--- src/rtl/fmcw_pkg.sv ---
// Shared constants for the FFT-to-ft245 frame packer: word tags, field
// placement helpers and the packer FSM encoding.
package fmcw_pkg;

    localparam int TAG_W = 4;

    localparam logic [TAG_W-1:0] TAG_FIRST  = 4'h1;
    localparam logic [TAG_W-1:0] TAG_MID    = 4'h2;
    localparam logic [TAG_W-1:0] TAG_LAST   = 4'h3;
    localparam logic [TAG_W-1:0] TAG_STATUS = 4'hA;

    typedef enum logic [1:0] {
        ST_IDLE   = 2'd0,
        ST_STREAM = 2'd1,
        ST_DROP   = 2'd2
    } pk_state_e;

    // Fields are packed from the MSB down; anything left at the bottom is zero.
    function automatic int tag_lsb(input int ww);
        return ww - TAG_W;
    endfunction

    function automatic int bin_lsb(input int ww, input int nw);
        return tag_lsb(ww) - nw;
    endfunction

    function automatic int re_lsb(input int ww, input int nw, input int dw);
        return bin_lsb(ww, nw) - dw;
    endfunction

    function automatic int im_lsb(input int ww, input int nw, input int dw);
        return re_lsb(ww, nw, dw) - dw;
    endfunction

    function automatic int fctr_lsb(input int ww, input int cw);
        return tag_lsb(ww) - cw;
    endfunction

    function automatic int dctr_lsb(input int ww, input int cw);
        return fctr_lsb(ww, cw) - cw;
    endfunction

endpackage

--- src/rtl/fft_frame_packer_if.sv ---
// FFT sample input and ft245 write-port signals of the frame packer.
interface fft_frame_packer_if #(
    parameter int N_WIDTH    = 10,
    parameter int DATA_WIDTH = 25,
    parameter int WORD_WIDTH = 64
) ();
    logic                         fft_valid_i;
    logic [N_WIDTH-1:0]           fft_bin_i;
    logic signed [DATA_WIDTH-1:0] fft_re_i;
    logic signed [DATA_WIDTH-1:0] fft_im_i;
    logic                         wr_full_i;
    logic                         wr_en_o;
    logic [WORD_WIDTH-1:0]        wr_data_o;

    modport master (
        output fft_valid_i, fft_bin_i, fft_re_i, fft_im_i, wr_full_i,
        input  wr_en_o, wr_data_o
    );

    modport slave (
        input  fft_valid_i, fft_bin_i, fft_re_i, fft_im_i, wr_full_i,
        output wr_en_o, wr_data_o
    );
endinterface

--- src/rtl/fft_frame_packer.sv ---
// Packs FFT bins into tagged 64-bit words for the ft245, drops frames that
// cannot be delivered intact and appends a cumulative status word per frame.
module fft_frame_packer
    import fmcw_pkg::*;
#(
    parameter int N          = 1024,
    parameter int N_WIDTH    = (N > 1) ? $clog2(N) : 1,
    parameter int DATA_WIDTH = 25,
    parameter int WORD_WIDTH = 64,
    parameter int CTR_WIDTH  = 16
) (
    input  logic                 clk,
    input  logic                 rst,
    fft_frame_packer_if.slave    bus,
    output logic [CTR_WIDTH-1:0] frame_ctr_o,
    output logic [CTR_WIDTH-1:0] drop_ctr_o
);

    localparam int TAG_LSB  = tag_lsb(WORD_WIDTH);
    localparam int BIN_LSB  = bin_lsb(WORD_WIDTH, N_WIDTH);
    localparam int RE_LSB   = re_lsb(WORD_WIDTH, N_WIDTH, DATA_WIDTH);
    localparam int IM_LSB   = im_lsb(WORD_WIDTH, N_WIDTH, DATA_WIDTH);
    localparam int FCTR_LSB = fctr_lsb(WORD_WIDTH, CTR_WIDTH);
    localparam int DCTR_LSB = dctr_lsb(WORD_WIDTH, CTR_WIDTH);
    localparam logic [N_WIDTH-1:0] LAST_BIN = N_WIDTH'(N - 1);

    if (TAG_W + N_WIDTH + 2 * DATA_WIDTH > WORD_WIDTH) begin : g_bad_bin_word
        $error("fft_frame_packer: bin word does not fit in WORD_WIDTH");
    end
    if (TAG_W + 2 * CTR_WIDTH > WORD_WIDTH) begin : g_bad_stat_word
        $error("fft_frame_packer: status word does not fit in WORD_WIDTH");
    end
    if ((N < 1) || ((N & (N - 1)) != 0)) begin : g_bad_n
        $error("fft_frame_packer: N must be a power of two");
    end

    pk_state_e              state, state_d;
    logic [N_WIDTH-1:0]     exp_bin, exp_bin_d;
    logic                   status_pending;
    logic                   out_valid;
    logic [WORD_WIDTH-1:0]  out_word;
    logic [CTR_WIDTH-1:0]   frame_ctr, drop_ctr;

    logic                   wr_en, slot_free, is_first, is_last;
    logic                   bin_push, status_emit;
    logic                   frame_inc, drop_inc, set_pend;
    logic [TAG_W-1:0]       push_tag;
    logic [WORD_WIDTH-1:0]  bin_word, stat_word;

    assign wr_en     = out_valid & ~bus.wr_full_i;
    assign slot_free = ~out_valid | wr_en;
    assign is_first  = bus.fft_valid_i && (bus.fft_bin_i == '0);
    assign is_last   = bus.fft_bin_i == LAST_BIN;

    // Bin pushes always win; the status word waits for a cycle with no bin.
    assign status_emit = status_pending & slot_free & ~bin_push;

    always_ff @(posedge clk) begin
        if (rst) begin
            state   <= ST_IDLE;
            exp_bin <= '0;
        end else begin
            state   <= state_d;
            exp_bin <= exp_bin_d;
        end
    end

    always_comb begin
        state_d   = state;
        exp_bin_d = exp_bin;
        bin_push  = 1'b0;
        push_tag  = TAG_MID;
        frame_inc = 1'b0;
        drop_inc  = 1'b0;
        set_pend  = 1'b0;
        unique case (state)
            ST_IDLE: begin
                if (is_first) begin
                    frame_inc = 1'b1;
                    if (!slot_free) begin
                        drop_inc = 1'b1;
                        // A one-bin frame is already over, nothing to skip.
                        if (is_last) set_pend = 1'b1;
                        else         state_d  = ST_DROP;
                    end else if (is_last) begin
                        bin_push = 1'b1;
                        push_tag = TAG_LAST;
                        set_pend = 1'b1;
                    end else begin
                        bin_push  = 1'b1;
                        push_tag  = TAG_FIRST;
                        exp_bin_d = N_WIDTH'(1);
                        state_d   = ST_STREAM;
                    end
                end
            end
            ST_STREAM: begin
                if (bus.fft_valid_i) begin
                    if ((bus.fft_bin_i != exp_bin) || !slot_free) begin
                        drop_inc = 1'b1;
                        state_d  = ST_DROP;
                    end else if (is_last) begin
                        bin_push = 1'b1;
                        push_tag = TAG_LAST;
                        set_pend = 1'b1;
                        state_d  = ST_IDLE;
                    end else begin
                        bin_push  = 1'b1;
                        exp_bin_d = exp_bin + N_WIDTH'(1);
                    end
                end
            end
            ST_DROP: begin
                if (bus.fft_valid_i && is_last) begin
                    set_pend = 1'b1;
                    state_d  = ST_IDLE;
                end
            end
            default: state_d = ST_IDLE;
        endcase
    end

    always_comb begin
        bin_word                          = '0;
        bin_word[TAG_LSB +: TAG_W]        = push_tag;
        bin_word[BIN_LSB +: N_WIDTH]      = bus.fft_bin_i;
        bin_word[RE_LSB +: DATA_WIDTH]    = bus.fft_re_i;
        bin_word[IM_LSB +: DATA_WIDTH]    = bus.fft_im_i;
        stat_word                         = '0;
        stat_word[TAG_LSB +: TAG_W]       = TAG_STATUS;
        stat_word[FCTR_LSB +: CTR_WIDTH]  = frame_ctr;
        stat_word[DCTR_LSB +: CTR_WIDTH]  = drop_ctr;
    end

    // Status carries the registered counters, i.e. before this cycle's bumps.
    always_ff @(posedge clk) begin
        if (rst) begin
            status_pending <= 1'b0;
            out_valid      <= 1'b0;
            out_word       <= '0;
            frame_ctr      <= '0;
            drop_ctr       <= '0;
        end else begin
            status_pending <= set_pend | (status_pending & ~status_emit);
            if (frame_inc) frame_ctr <= frame_ctr + CTR_WIDTH'(1);
            if (drop_inc)  drop_ctr  <= drop_ctr + CTR_WIDTH'(1);
            if (bin_push) begin
                out_valid <= 1'b1;
                out_word  <= bin_word;
            end else if (status_emit) begin
                out_valid <= 1'b1;
                out_word  <= stat_word;
            end else if (wr_en) begin
                out_valid <= 1'b0;
            end
        end
    end

    assign bus.wr_en_o   = wr_en;
    assign bus.wr_data_o = out_word;
    assign frame_ctr_o   = frame_ctr;
    assign drop_ctr_o    = drop_ctr;

endmodule

--- src/flat_wrapper.sv ---
// flat-port wrapper written by rule: the top's interface ports become plain ports
module fft_frame_packer_flat import fmcw_pkg::*;
#(
    parameter int N          = 1024,
    parameter int N_WIDTH    = (N > 1) ? $clog2(N) : 1,
    parameter int DATA_WIDTH = 25,
    parameter int WORD_WIDTH = 64,
    parameter int CTR_WIDTH  = 16
)
  (clk, rst, frame_ctr_o, drop_ctr_o, bus_fft_valid_i, bus_fft_bin_i, bus_fft_re_i, bus_fft_im_i, bus_wr_full_i, bus_wr_en_o, bus_wr_data_o);
  fft_frame_packer_if #(.N_WIDTH(N_WIDTH), .DATA_WIDTH(DATA_WIDTH), .WORD_WIDTH(WORD_WIDTH)) bus_i ();
  input  logic clk;
  input  logic rst;
  output logic [CTR_WIDTH-1:0] frame_ctr_o;
  output logic [CTR_WIDTH-1:0] drop_ctr_o;
  input wire logic [$bits(bus_i.fft_valid_i)-1:0] bus_fft_valid_i;
  input wire logic [$bits(bus_i.fft_bin_i)-1:0] bus_fft_bin_i;
  input wire logic [$bits(bus_i.fft_re_i)-1:0] bus_fft_re_i;
  input wire logic [$bits(bus_i.fft_im_i)-1:0] bus_fft_im_i;
  input wire logic [$bits(bus_i.wr_full_i)-1:0] bus_wr_full_i;
  output wire logic [$bits(bus_i.wr_en_o)-1:0] bus_wr_en_o;
  output wire logic [$bits(bus_i.wr_data_o)-1:0] bus_wr_data_o;
  assign bus_i.fft_valid_i = bus_fft_valid_i;
  assign bus_i.fft_bin_i = bus_fft_bin_i;
  assign bus_i.fft_re_i = bus_fft_re_i;
  assign bus_i.fft_im_i = bus_fft_im_i;
  assign bus_i.wr_full_i = bus_wr_full_i;
  assign bus_wr_en_o = bus_i.wr_en_o;
  assign bus_wr_data_o = bus_i.wr_data_o;
  fft_frame_packer #(.N(N), .N_WIDTH(N_WIDTH), .DATA_WIDTH(DATA_WIDTH), .WORD_WIDTH(WORD_WIDTH), .CTR_WIDTH(CTR_WIDTH)) u_core (.clk(clk), .rst(rst), .bus(bus_i), .frame_ctr_o(frame_ctr_o), .drop_ctr_o(drop_ctr_o));
endmodule
--- config.mk ---
export PLATFORM = sky130hd
export DESIGN_NAME = fft_frame_packer_flat
export DESIGN_NICKNAME = d
export VERILOG_FILES = /design/src/rtl/fmcw_pkg.sv /design/src/rtl/fft_frame_packer_if.sv /design/src/rtl/fft_frame_packer.sv /design/src/flat_wrapper.sv
export SDC_FILE = /design/constraint.sdc
export NUM_CORES = 1
export LEC_CHECK = 0
export ABC_AREA = 1
export CAP_MARGIN = 20
export CORE_MARGIN = 5
export CORE_UTILIZATION = 48
export DETAILED_ROUTE_END_ITERATION = 8
export PLACE_DENSITY = 0.87
export SLEW_MARGIN = 20
export SYNTH_ARGS = -nofsm -noshare
export SYNTH_HDL_FRONTEND = slang
export SYNTH_SLANG_ARGS = --single-unit
--- constraint.sdc ---
create_clock -name clk -period 2.73 [get_ports clk]
set_input_delay 0.819 -clock clk [delete_from_list [all_inputs] [get_ports clk]]
set_output_delay 0.819 -clock clk [all_outputs]
set_load 0.01 [all_outputs]
# Yosys cells after proc, flatten, opt, wreduce, memory -nomap -nowiden
# Cells that the tools add are included.
# W data, S select, Z words.
[totals]
ff_bits = 110
input_bits = 64
output_inout_bits = 97
elab_cells = 89
[op_classes]
addsub = 3
eq_ne = 12
mux = 46
bitwise = 10
n_reduce_logical = 11
[op_table]
columns = ["cell", "count"]
rows = [
  ["$mux W64", 2],
  ["$mux W10", 6],
  ["$add A16 B1 Y16 const B", 2],
  ["$pmux W10 S2", 1],
  ["$mux W1", 19],
  ["$mux W2", 9],
  ["$mux W4", 4],
  ["$add A10 B1 Y10 const B", 1],
  ["$eq A10 B10 Y1 const B", 1],
  ["$logic_not A10 Y1", 1],
  ["$ne A10 B10 Y1", 1],
  ["$ne A2 B2 Y1 const B", 4],
  ["$pmux W4 S2", 1],
  ["$reduce_and A7 Y1", 1],
  ["$ne A2 B1 Y1 const B", 3],
  ["$pmux W2 S3", 1],
  ["$reduce_and A5 Y1", 1],
  ["$and A1 B1 Y1", 4],
  ["$not A1 Y1", 4],
  ["$pmux W1 S2", 2],
  ["$reduce_bool A2 Y1", 2],
  ["$ne A3 B1 Y1 const B", 1],
  ["$pmux W1 S3", 1],
  ["$reduce_bool A3 Y1", 1],
  ["other kinds (7)", 9],
]

# Longest topological paths before layout
# Gate-level depths: netlist (run 1).
[logic_depth]
depth_word = 13
mapped_depth = 13
ltp_nobuf = 13

# Worst setup path after synthesis (run 1)
# Ideal clock, no wire load.
[synth_path]
path_type = "in2reg"
start = "in bus_wr_full_i"
end = "reg u_core.exp_bin[0]"
setup_ps = 128
arrival_time_ps = 2045
t_required_ps = 2602
slack_ps = 558
stages = 11
n_path_buf = 1
cell_sequence = "nand2_1 -> nand2_1 -> nor2_1 -> nand2_1 -> nor2_2 -> nand2_1 -> nand2_1 -> nand3_2 -> buf_2 -> o21ai_1 -> nor2_1"
[synth_between]
elab_chain_cells = 7
elab_cells_between_ends = 8
classes_between = "2 x eq/ne; 3 x bitwise; 3 x reduce/logical"
[synth_lines]
columns = ["item", "line_no", "rtl"]
rows = [
  ["start, declared", "flat_wrapper.sv:20", "input wire logic [$bits(bus_i.wr_full_i)-1:0] bus_wr_full_i;"],
  ["$not A1 Y1 (*)", "fft_frame_packer.sv:50", "assign wr_en = out_valid & ~bus.wr_full_i;"],
  ["$and A1 B1 Y1 (*)", "fft_frame_packer.sv:50", ""],
  ["$or A1 B1 Y1 (*)", "fft_frame_packer.sv:51", "assign slot_free = ~out_valid | wr_en;"],
  ["$logic_not A1 Y1", "--", ""],
  ["$logic_or A1 B1 Y1", "fft_frame_packer.sv:99", "if ((bus.fft_bin_i != exp_bin) || !slot_free) begin"],
  ["$ne A2 B2 Y1 (no line)", "--", ""],
  ["$reduce_and A7 Y1 (no line) (*)", "--", ""],
  ["end signal, assigned", "fft_frame_packer.sv:64", "exp_bin <= exp_bin_d;"],
  ["end, declared", "fft_frame_packer.sv:38", "logic [N_WIDTH-1:0] exp_bin, exp_bin_d;"],
]
# Every way passes the cells marked *; elsewhere a longest branch is shown, timed or not.
# A chain may end at the register's enable or synchronous reset.

# Worst setup path in the final report (run 1)
[layout_path]
start = "in bus_fft_bin_i[6]"
end = "reg u_core.out_word[51] (netlist: u_core.bus.wr_data_o[51])"
[layout_between]
elab_chain_cells = 8
elab_cells_between_ends = 12
classes_between = "1 x eq/ne; 5 x mux; 2 x bitwise; 4 x reduce/logical"
[layout_lines]
columns = ["item", "line_no", "rtl"]
rows = [
  ["start, declared", "flat_wrapper.sv:17", "input wire logic [$bits(bus_i.fft_bin_i)-1:0] bus_fft_bin_i;"],
  ["$ne A10 B10 Y1", "fft_frame_packer.sv:99", ""],
  ["$logic_or A1 B1 Y1", "fft_frame_packer.sv:99", ""],
  ["$mux W1", "fft_frame_packer.sv:99", ""],
  ["$mux W1", "fft_frame_packer.sv:98", "if (bus.fft_valid_i) begin"],
  ["$pmux W1 S2 (*)", "fft_frame_packer.sv:76", "unique case (state)"],
  ["$not A1 Y1", "fft_frame_packer.sv:56", "assign status_emit = status_pending & slot_free & ~bin_push;"],
  ["$and A1 B1 Y1", "fft_frame_packer.sv:56", ""],
  ["$reduce_bool A2 Y1 (no line)", "--", ""],
  ["end signal, assigned", "fft_frame_packer.sv:149", "out_word <= bin_word;"],
  ["end signal, assigned", "fft_frame_packer.sv:152", "out_word <= stat_word;"],
  ["end, declared", "fft_frame_packer.sv:41", "logic [WORD_WIDTH-1:0] out_word;"],
]
# Marks and branches as above.

==> impl.org, run 1 <==
** Timing
- Unrepaired setup endpoints after global routing :: false
- The final number of hold-violating endpoints is 0.
- The number of slew-limit violations in the final report came to 0.
- Period utilization :: 94.11%
- Pin slew with the least headroom to its limit :: 0.6649 ns
- Clock skew on the completed layout was measured at 0.007510 ns.
- Maximum achievable frequency :: 389.2 MHz
- Normalized max-slew margin :: 55.67%
- Hold timing on the final database bottoms out at a slack of 0.4577 ns.
- Setup violations remaining at the end of the flow were counted as 0.
- Post-layout minimum cycle time :: 2.569 ns

** Worst setup path
- The worst register-to-register path has a setup slack of 0.77 ns.
- Ordered cell list for the critical path :: clkdlybuf4s50_1 > inv_1 > nand2_1 > nand2_1 > nor2_2 > nand2_1 > nor2_4 > nand4_4 > buf_4 > nand4_1 > nand3_1 > nand2_1 > inv_1
- Data on the critical path arrives at its endpoint at 2.82 ns.
- WP data required :: 2.98 ns
- The critical path is of the in2reg type.
- By instance count, the cell type seen most on the critical path is nand2_1.
- Slowest stage delay, CP :: 0.55 ns
- The slowest stage of the critical path is the clkdlybuf4s50_1 cell.
- Measured in cells, the most critical reg-to-reg path has a length of 12.
- Of all nets on the critical path, the largest fanout is 18.
- Endpoint kind of the worst setup timing path :: flop
- The worst setup path is launched from an input port.
- In this run the critical register-to-register path is captured at u_core.bus.wr_data_o[51].
- The startpoint identified for the worst register-to-register timing path is u_core.exp_bin[6].

** Cells and area
- In the final design database the tool counted 1095 nets.
- Cells with a size suffix above 1 make up 8.341% of the layout.
- Most frequent cells in the layout :: nand2_1 (252), clkdlybuf4s50_1 (157), dfxtp_1 (109), inv_1 (90), nand4_1 (79)
- Finished Cell Area :: 0.007934 mm2
- Leaving out fill and tap cells, the most frequent cell in the layout is nand2_1.
- The area growth from synthesis to layout is 41.67%.
- The number of antenna diodes in the final layout is 0.

** Routing
- Final antenna-violating net count :: 0
- Initial DRC Count :: 575
- Post-detailed-route via-to-cell ratio :: 5.426
- Final routed wire length divided by cell count :: 15.38 um
- The first detailed-routing pass took 7 iterations.
- Total vias in the final route :: 6370
- For this run, design rule violations remaining after detail routing come to 0.
- The final layout contains routed wiring with a total length of 18050 um.

** Global routing
- Combined global-route utilization of all metal layers :: 25.38%
- Global-route wire length before repair :: 29580 um
- Entering global routing, the biggest net connects 61 pins.
- Via count of the first global-routing pass :: 6064
- Number of antenna violations at the first check in global routing :: 0
- The total overflow left after global routing is 0.

** Clock tree
- TritonCTS Buffers :: 9
- After clock tree synthesis, the clock-pin slew on the worst setup and hold paths is 0.07 ns.
- In this run the number of H-tree levels came out at 3.
- Buffers inserted to repair hold after CTS numbered 0.
- Latest clock arrival within the worst-skew pair :: 0.35 ns
- Root buffer selected by CTS :: clkbuf_16
- CTS tree :: done
- Counting every sink on the clock net gives 109.
- The clock passes through at most 2 buffers.

** Placed design
- Input and output buffers added on the ports amount to 159.
- In this run the cell area measured after placement is 0.007632 mm2.
- Gp weighted congestion :: 0.9976
- The HPWL after detailed placement is 12880 um.

** Worst hold path
- The worst hold path terminates at u_core.bus.wr_data_o[8].
- The worst hold path belongs to the class reg2reg.
- Worst hold path cell count :: 2
- Min-Delay Startpoint :: u_core.bus.wr_data_o[8]

** Power
- The completed layout was analyzed and its total power is 0.003067 W.
- In this run switching power makes up 21.81% of total power.
- Cell-internal power :: 0.002398 W
- In this run the static leakage power is 3.283 nW.
- Power Dens Cells :: 386.6 mW/mm2
- Sequential cells account for 51.8% of the total power.
- The clock network accounts for 42.0% of the total power.
- Summed over all nets, the switching power comes to 0.0006689 W.
- VDD sags by at most 0.4293 mV.
- Logic gate share of total power :: 6.1%

** Floorplanning
- Number of cell rows :: 39
- Horizontal extent of the die :: 118.0 um
- The die is 118.0 um tall.
- The die covers 0.01393 mm2.
- In this run the standard cell core region covers 0.01142 mm2.
- # IOs :: 161
- The initial utilization of the core area, before any placement, comes to 49.05%.

** Run
- # Max-Cap Violations :: 0

** Yosys
- Total of warnings raised by yosys :: 0
- Synthesized Nets :: 915
- Gate Count Post-Synth :: 848
- Most area-hungry cell type in the Yosys netlist :: dfxtp_1
- In the post-synthesis netlist, the biggest area contributors are dfxtp_1 (39%), nand2_1 (17%), nand4_1 (8.8%).
- Number of synthesized register bits :: 109
- The top cell type by area accounts for 38.96% of the synthesized area.
- Summing every instance area after synthesis gives 0.005600 mm2.
- Summing the sequential cell areas from Yosys gives 38.96% of the chip area.
- Mean instance size in the synthesized netlist :: 6.604 um2
- Yosys mapped the design onto 33 distinct sky130hd cell types.

** Outcome
- The flow ran to the end, and the final reports show no timing, DRC or antenna violations.
-- worst max path at each step --
stage | from | endpoint | slack, ns | depth (start not counted)
after CTS | bus_fft_bin_i[6] | u_core.bus.wr_data_o[51] | 0.13 | 13
after floorplan | bus_wr_full_i | u_core.exp_bin[0] | 0.56 | 11
after detailed placement | bus_fft_bin_i[6] | u_core.bus.wr_data_o[51] | -0.23 | 13
after global placement | bus_fft_bin_i[6] | u_core.bus.wr_data_o[58] | -0.1 | 13
final | bus_fft_bin_i[6] | u_core.bus.wr_data_o[51] | 0.16 | 13
after global routing | bus_fft_bin_i[6] | u_core.drop_ctr_o[8] | 0.01 | 14
-- state kept, by name (all words and copies together), names as in the netlist --
| name | count |
|---|---|
| u_core.state | 2 |
| u_core.out_valid | 1 |
| u_core.exp_bin | 10 |
| u_core.status_pending | 1 |
| u_core.bus.wr_data_o | 63 |
| u_core.frame_ctr_o | 16 |
| u_core.drop_ctr_o | 16 |
-- metal layers --
metal  share of wire (%)  global-route usage (%)
met1                  43                   32.61
met2                  47                   41.97
met3                 8.5                   6.631
met4                 1.8                   7.240
met5                   0                       0
-- cell families after synthesis --
family / Yosys count / synth area share [%]
xor+xnor: 16 / 2.502
simple gates: 490 / 39.70
buf+inv: 144 / 10.39
fa+ha+maj: 3 / 0.6703
flops: 109 / 38.96
compound gates: 85 / 7.708
other cells: 1 / 0.06696
-- cells in the mapped netlist --
cell type / number
conb_1: 1
nand2_4: 1
buf_6: 2
a211oi_1: 1
nor3_2: 1
nand3_1: 55
nor2_2: 2
buf_2: 9
a31oi_1: 1
o21ai_0: 13
nor2_1: 66
o21bai_1: 1
o21ai_1: 3
inv_1: 90
nand4_4: 1
dfxtp_1: 109
buf_4: 4
nor2_4: 1
clkbuf_1: 28
nor3b_1: 4
nor4_1: 5
ha_1: 3
xnor2_1: 6
nand3_2: 2
nand4_1: 79
nand2_1: 252
xor2_1: 10
nand3b_1: 3
inv_2: 9
nor3_1: 18
a21oi_1: 66
clkinv_1: 1
buf_1: 1
-- power groups by stage --
stage	combinational, W	sequential (W)	clock, W
2_1_floorplan	0.0000488	0.00163	0
3_3_place_gp	0.000183	0.00163	0
3_5_place_dp	0.000183	0.00163	0
4_1_cts	0.000185	0.00159	0.00131
5_1_grt	0.000199	0.00159	0.00137
6_report	0.000188	0.00159	0.00129
-- metrics by stage --
stage	setup slack, ns	setup TNS [ns]	util (%)	cells
2_1_floorplan	0.5575	0	-	848
3_3_place_gp	-0.09896	-5.029	66.84	1159
3_5_place_dp	-0.2333	-11.94	66.84	1159
4_1_cts	0.1302	0	69.29	1173
5_1_grt	0.01388	0	69.48	1174
6_report	0.1609	0	69.48	1174
-- timing repair --
item,in CTS,in global routing
gates resized for setup,1,4
endpoints found under the setup margin,1,18
buffers inserted,0,1
pin swaps,0,1
-- area by class of cell --
cell class / count / area [um2]
clock buffer: 10 / 229.0
clock inverter: 4 / 51.30
fill: 975 / 3485
inverter: 100 / 375.4
multi-input combinational: 595 / 2844
sequential: 109 / 2182
tap: 143 / 178.9
timing repair buffer: 213 / 2073
-- critical path, delay by kind of cell --
family | cells | cell delay (ns)
buffers and inverters | 4 | 0.96
and+or+nand+nor | 9 | 1.04
Power figures use the tool's default switching activity.
==> run 2, diff against run 1 <==
--- a/config.mk
+++ b/config.mk
@@ -8,9 +8,11 @@
 export ABC_AREA = 1
 export CAP_MARGIN = 20
 export CORE_MARGIN = 5
-export CORE_UTILIZATION = 48
+export CORE_UTILIZATION = 53
+export CTS_BUF_LIST = sky130_fd_sc_hd__clkbuf_4
 export DETAILED_ROUTE_END_ITERATION = 8
-export PLACE_DENSITY = 0.87
+export GPL_TIMING_DRIVEN = 1
+export PLACE_DENSITY = 0.94
 export SLEW_MARGIN = 20
 export SYNTH_ARGS = -nofsm -noshare
 export SYNTH_HDL_FRONTEND = slang
==> constraint.sdc (replaced) <==
create_clock -name clk -period 3.28 [get_ports clk]
set_input_delay 0.984 -clock clk [delete_from_list [all_inputs] [get_ports clk]]
set_output_delay 0.984 -clock clk [all_outputs]
set_load 0.01 [all_outputs]
==> impl.org, run 2 (synthesis gave the netlist of run 1 again) <==
** Floorplanning
- Core area :: 0.01032 mm2
- Effective utilization at floorplan :: 54.25%
- # IOs :: 161
- Horizontal extent of the die :: 112.8 um
- In this run the core area contains 37 standard-cell rows.
- Die Height :: 112.8 um
- Area enclosed by the die boundary :: 0.01272 mm2

** Timing
- Maximum achievable frequency :: 324.4 MHz
- Total negative slack :: 0 ns
- Normalized max-slew margin :: 55.63%
- Layout Skew :: 0.01474 ns
- Setup violations remaining at the end of the flow were counted as 0.
- The final number of hold-violating endpoints is 0.
- Period utilization :: 93.98%
- Unrepaired setup endpoints after global routing :: false
- Final max-slew violation count :: 0
- At the pin with the least slew margin, the transition time is 0.6656 ns.
- Post-layout minimum cycle time :: 3.083 ns
- Setup slack on the critical path of the routed design comes to 0.1973 ns.

** Worst setup path
- Buffers plus inverters on the worst setup path :: 2
- Slowest stage delay, CP :: 0.54 ns
- Along the worst path, the maximum fanout reaches 2.
- Cell occurring most often along the worst timing path :: clkdlybuf4s50_1
- WP data required :: 2.30 ns
- In this run the register-to-register setup slack is 1.25 ns.
- Category of the most critical setup path :: in2out
- STA classifies the critical path startpoint as an input port.
- Cell family with most CP delay :: buffers and inverters
- STA classifies the critical path endpoint as an output pin.
- Ordered cell list for the critical path :: clkdlybuf4s50_1 > nor2_1 > clkdlybuf4s50_1
- Arrival time of the worst setup path :: 2.10 ns
- Worst-path cell with the longest stage delay :: clkdlybuf4s50_1

** Clock tree
- Latest clock arrival within the worst-skew pair :: 0.46 ns
- Max Buffers Root-to-Sink :: 2
- CTS tree :: done
- In this run, post-CTS hold repair placed 0 buffers.
- After clock tree synthesis, the clock-pin slew on the worst setup and hold paths is 0.15 ns.
- Counting every sink on the clock net gives 109.
- Total of cells resized after clock tree synthesis :: 0
- Buffers inserted during clock tree synthesis total 9.
- Buffers added to address setup during post-CTS repair amount to 0.
- The H-tree was split into 3 levels.
- Root buffer selected by CTS :: clkbuf_4

** Placed design
- Routability-driven placement finished with a final weighted congestion of 0.9679.
- In this run the tool buffered the top-level ports with 159 buffer cells.
- Prior to clock tree synthesis, the placed netlist has a worst setup slack of 0.2028 ns.
- Detailed placement finished with a half-perimeter wire length of 12920 um.

** Global routing
- The first global-routing pass estimated 28590 um of wire.
- Entering global routing, the biggest net connects 61 pins.
- The via count of the first global-routing pass is 5846.
- For this run the aggregate overflow at the end of global routing stands at 0.
- Number of antenna violations at the first check in global routing :: 0
- Global routing consumed, over all layers together, 27.15% of the routing resources.

** Routing
- In the routed layout, each cell is associated on average with a via count of 5.520.
- Final antenna-violating net count :: 0
- Total iterations of the first detailed-routing run :: 6
- After the first detailed-routing iteration, the DRC count stood at 674.
- After detailed routing, the average wire length per cell comes to 15.37 um.
- In the routed design, unresolved DRC markers number 0.
- The routed layout has 6282 vias.
- Total routed wirelength :: 17500 um

** Cells and area
- Most common cell after layout, fill and taps aside :: nand2_1
- Fraction of layout cells with a size suffix above 1 :: 5.689%
- P&R area growth vs syn :: 33.96%
- The net count of the finished layout is 1064.
- The number of antenna diodes in the final layout is 0.
- Flip-flop count of the largest register after layout :: 63
- Most frequent cells in the layout :: nand2_1 (252), clkdlybuf4s50_1 (158), dfxtp_1 (109), inv_1 (90), nand4_1 (79)

** Power
- Power comes to 0.002249 W.
- Power Dens Cells :: 299.7 mW/mm2
- Peak ir drop on the vdd network :: 0.2580 mV
- Cell leakage power :: 3.059 nW

** Outcome
- The flow ran to the end, and the final reports show no timing, DRC or antenna violations.

** Worst hold path
- The tightest min-delay check is of the reg2reg type.

** Run
- Max-cap violations in this run came to 0.
==> run 2: cell types whose count changed in the layout (fill, tap and decap cells not counted), moves of 2 or more <==
cell and delta:
buf_6 -2, buf_4 -24, buf_12 -5, clkbuf_16 -9
clkbuf_4 +13
==> run 2: area by class of cell <==
type | count | area, um2
Fill cell | 787 | 2821
Sequential cell | 109 | 2182
Tap cell | 136 | 170.2
Clock buffer | 13 | 97.59
Inverter | 100 | 375.4
Clock inverter | 3 | 68.82
Multi-Input combinational cell | 595 | 2836
Timing Repair Buffer | 182 | 1772
==> run 2: worst reg2reg max path, cell delays in order (launching register included) <==
cell     delay [ns]
dfxtp_1        0.50
inv_2          0.08
nand2_1        0.07
nand2_1        0.06
nor2_1         0.10
nand2_1        0.07
nor2_2         0.17
nand2_1        0.11
nand3_1        0.08
nand2_1        0.20
buf_4          0.27
o21ai_0        0.16
a21oi_1        0.06
==> run 2: metrics by stage <==
step,utilization (%),hold WS (ns),area [um2],std cells
2_1_floorplan,-,0.4522,5600,848
3_3_place_gp,71.06,0.4479,7336,1122
3_5_place_dp,71.06,0.4512,7336,1122
4_1_cts,72.67,0.4722,7502,1138
5_1_grt,72.67,0.4885,7502,1138
6_report,72.67,0.4715,7502,1138
==> run 2: worst paths after layout <==
check	from	to	cells past startpoint
setup / recovery	bus_wr_full_i	bus_wr_en_o	3
hold / removal	u_core.bus.wr_data_o[27]	u_core.bus.wr_data_o[27]	2
setup reg to reg	u_core.exp_bin[0]	u_core.drop_ctr_o[0]	12
hold reg to reg	u_core.bus.wr_data_o[27]	u_core.bus.wr_data_o[27]	2
==> run 2: metal layers <==
layer  global-route usage (%)  share of wire [%]  vias to the layer above
met4                    8.734                2.5                        0
met3                    6.952                9.7                       38
li1                         -                  -                     3067
met5                        0                  0                        -
met2                    45.14                 47                      311
met1                    34.51                 41                     2866
==> run 2: power by group <==
| part | switching [W] | internal, W |
|---|---|---|
| registers | 0.000000296 | 0.00133 |
| clock network | 0.000435 | 0.000348 |
| logic | 0.0000622 | 0.0000781 |
| total | 0.000497 | 0.00175 |
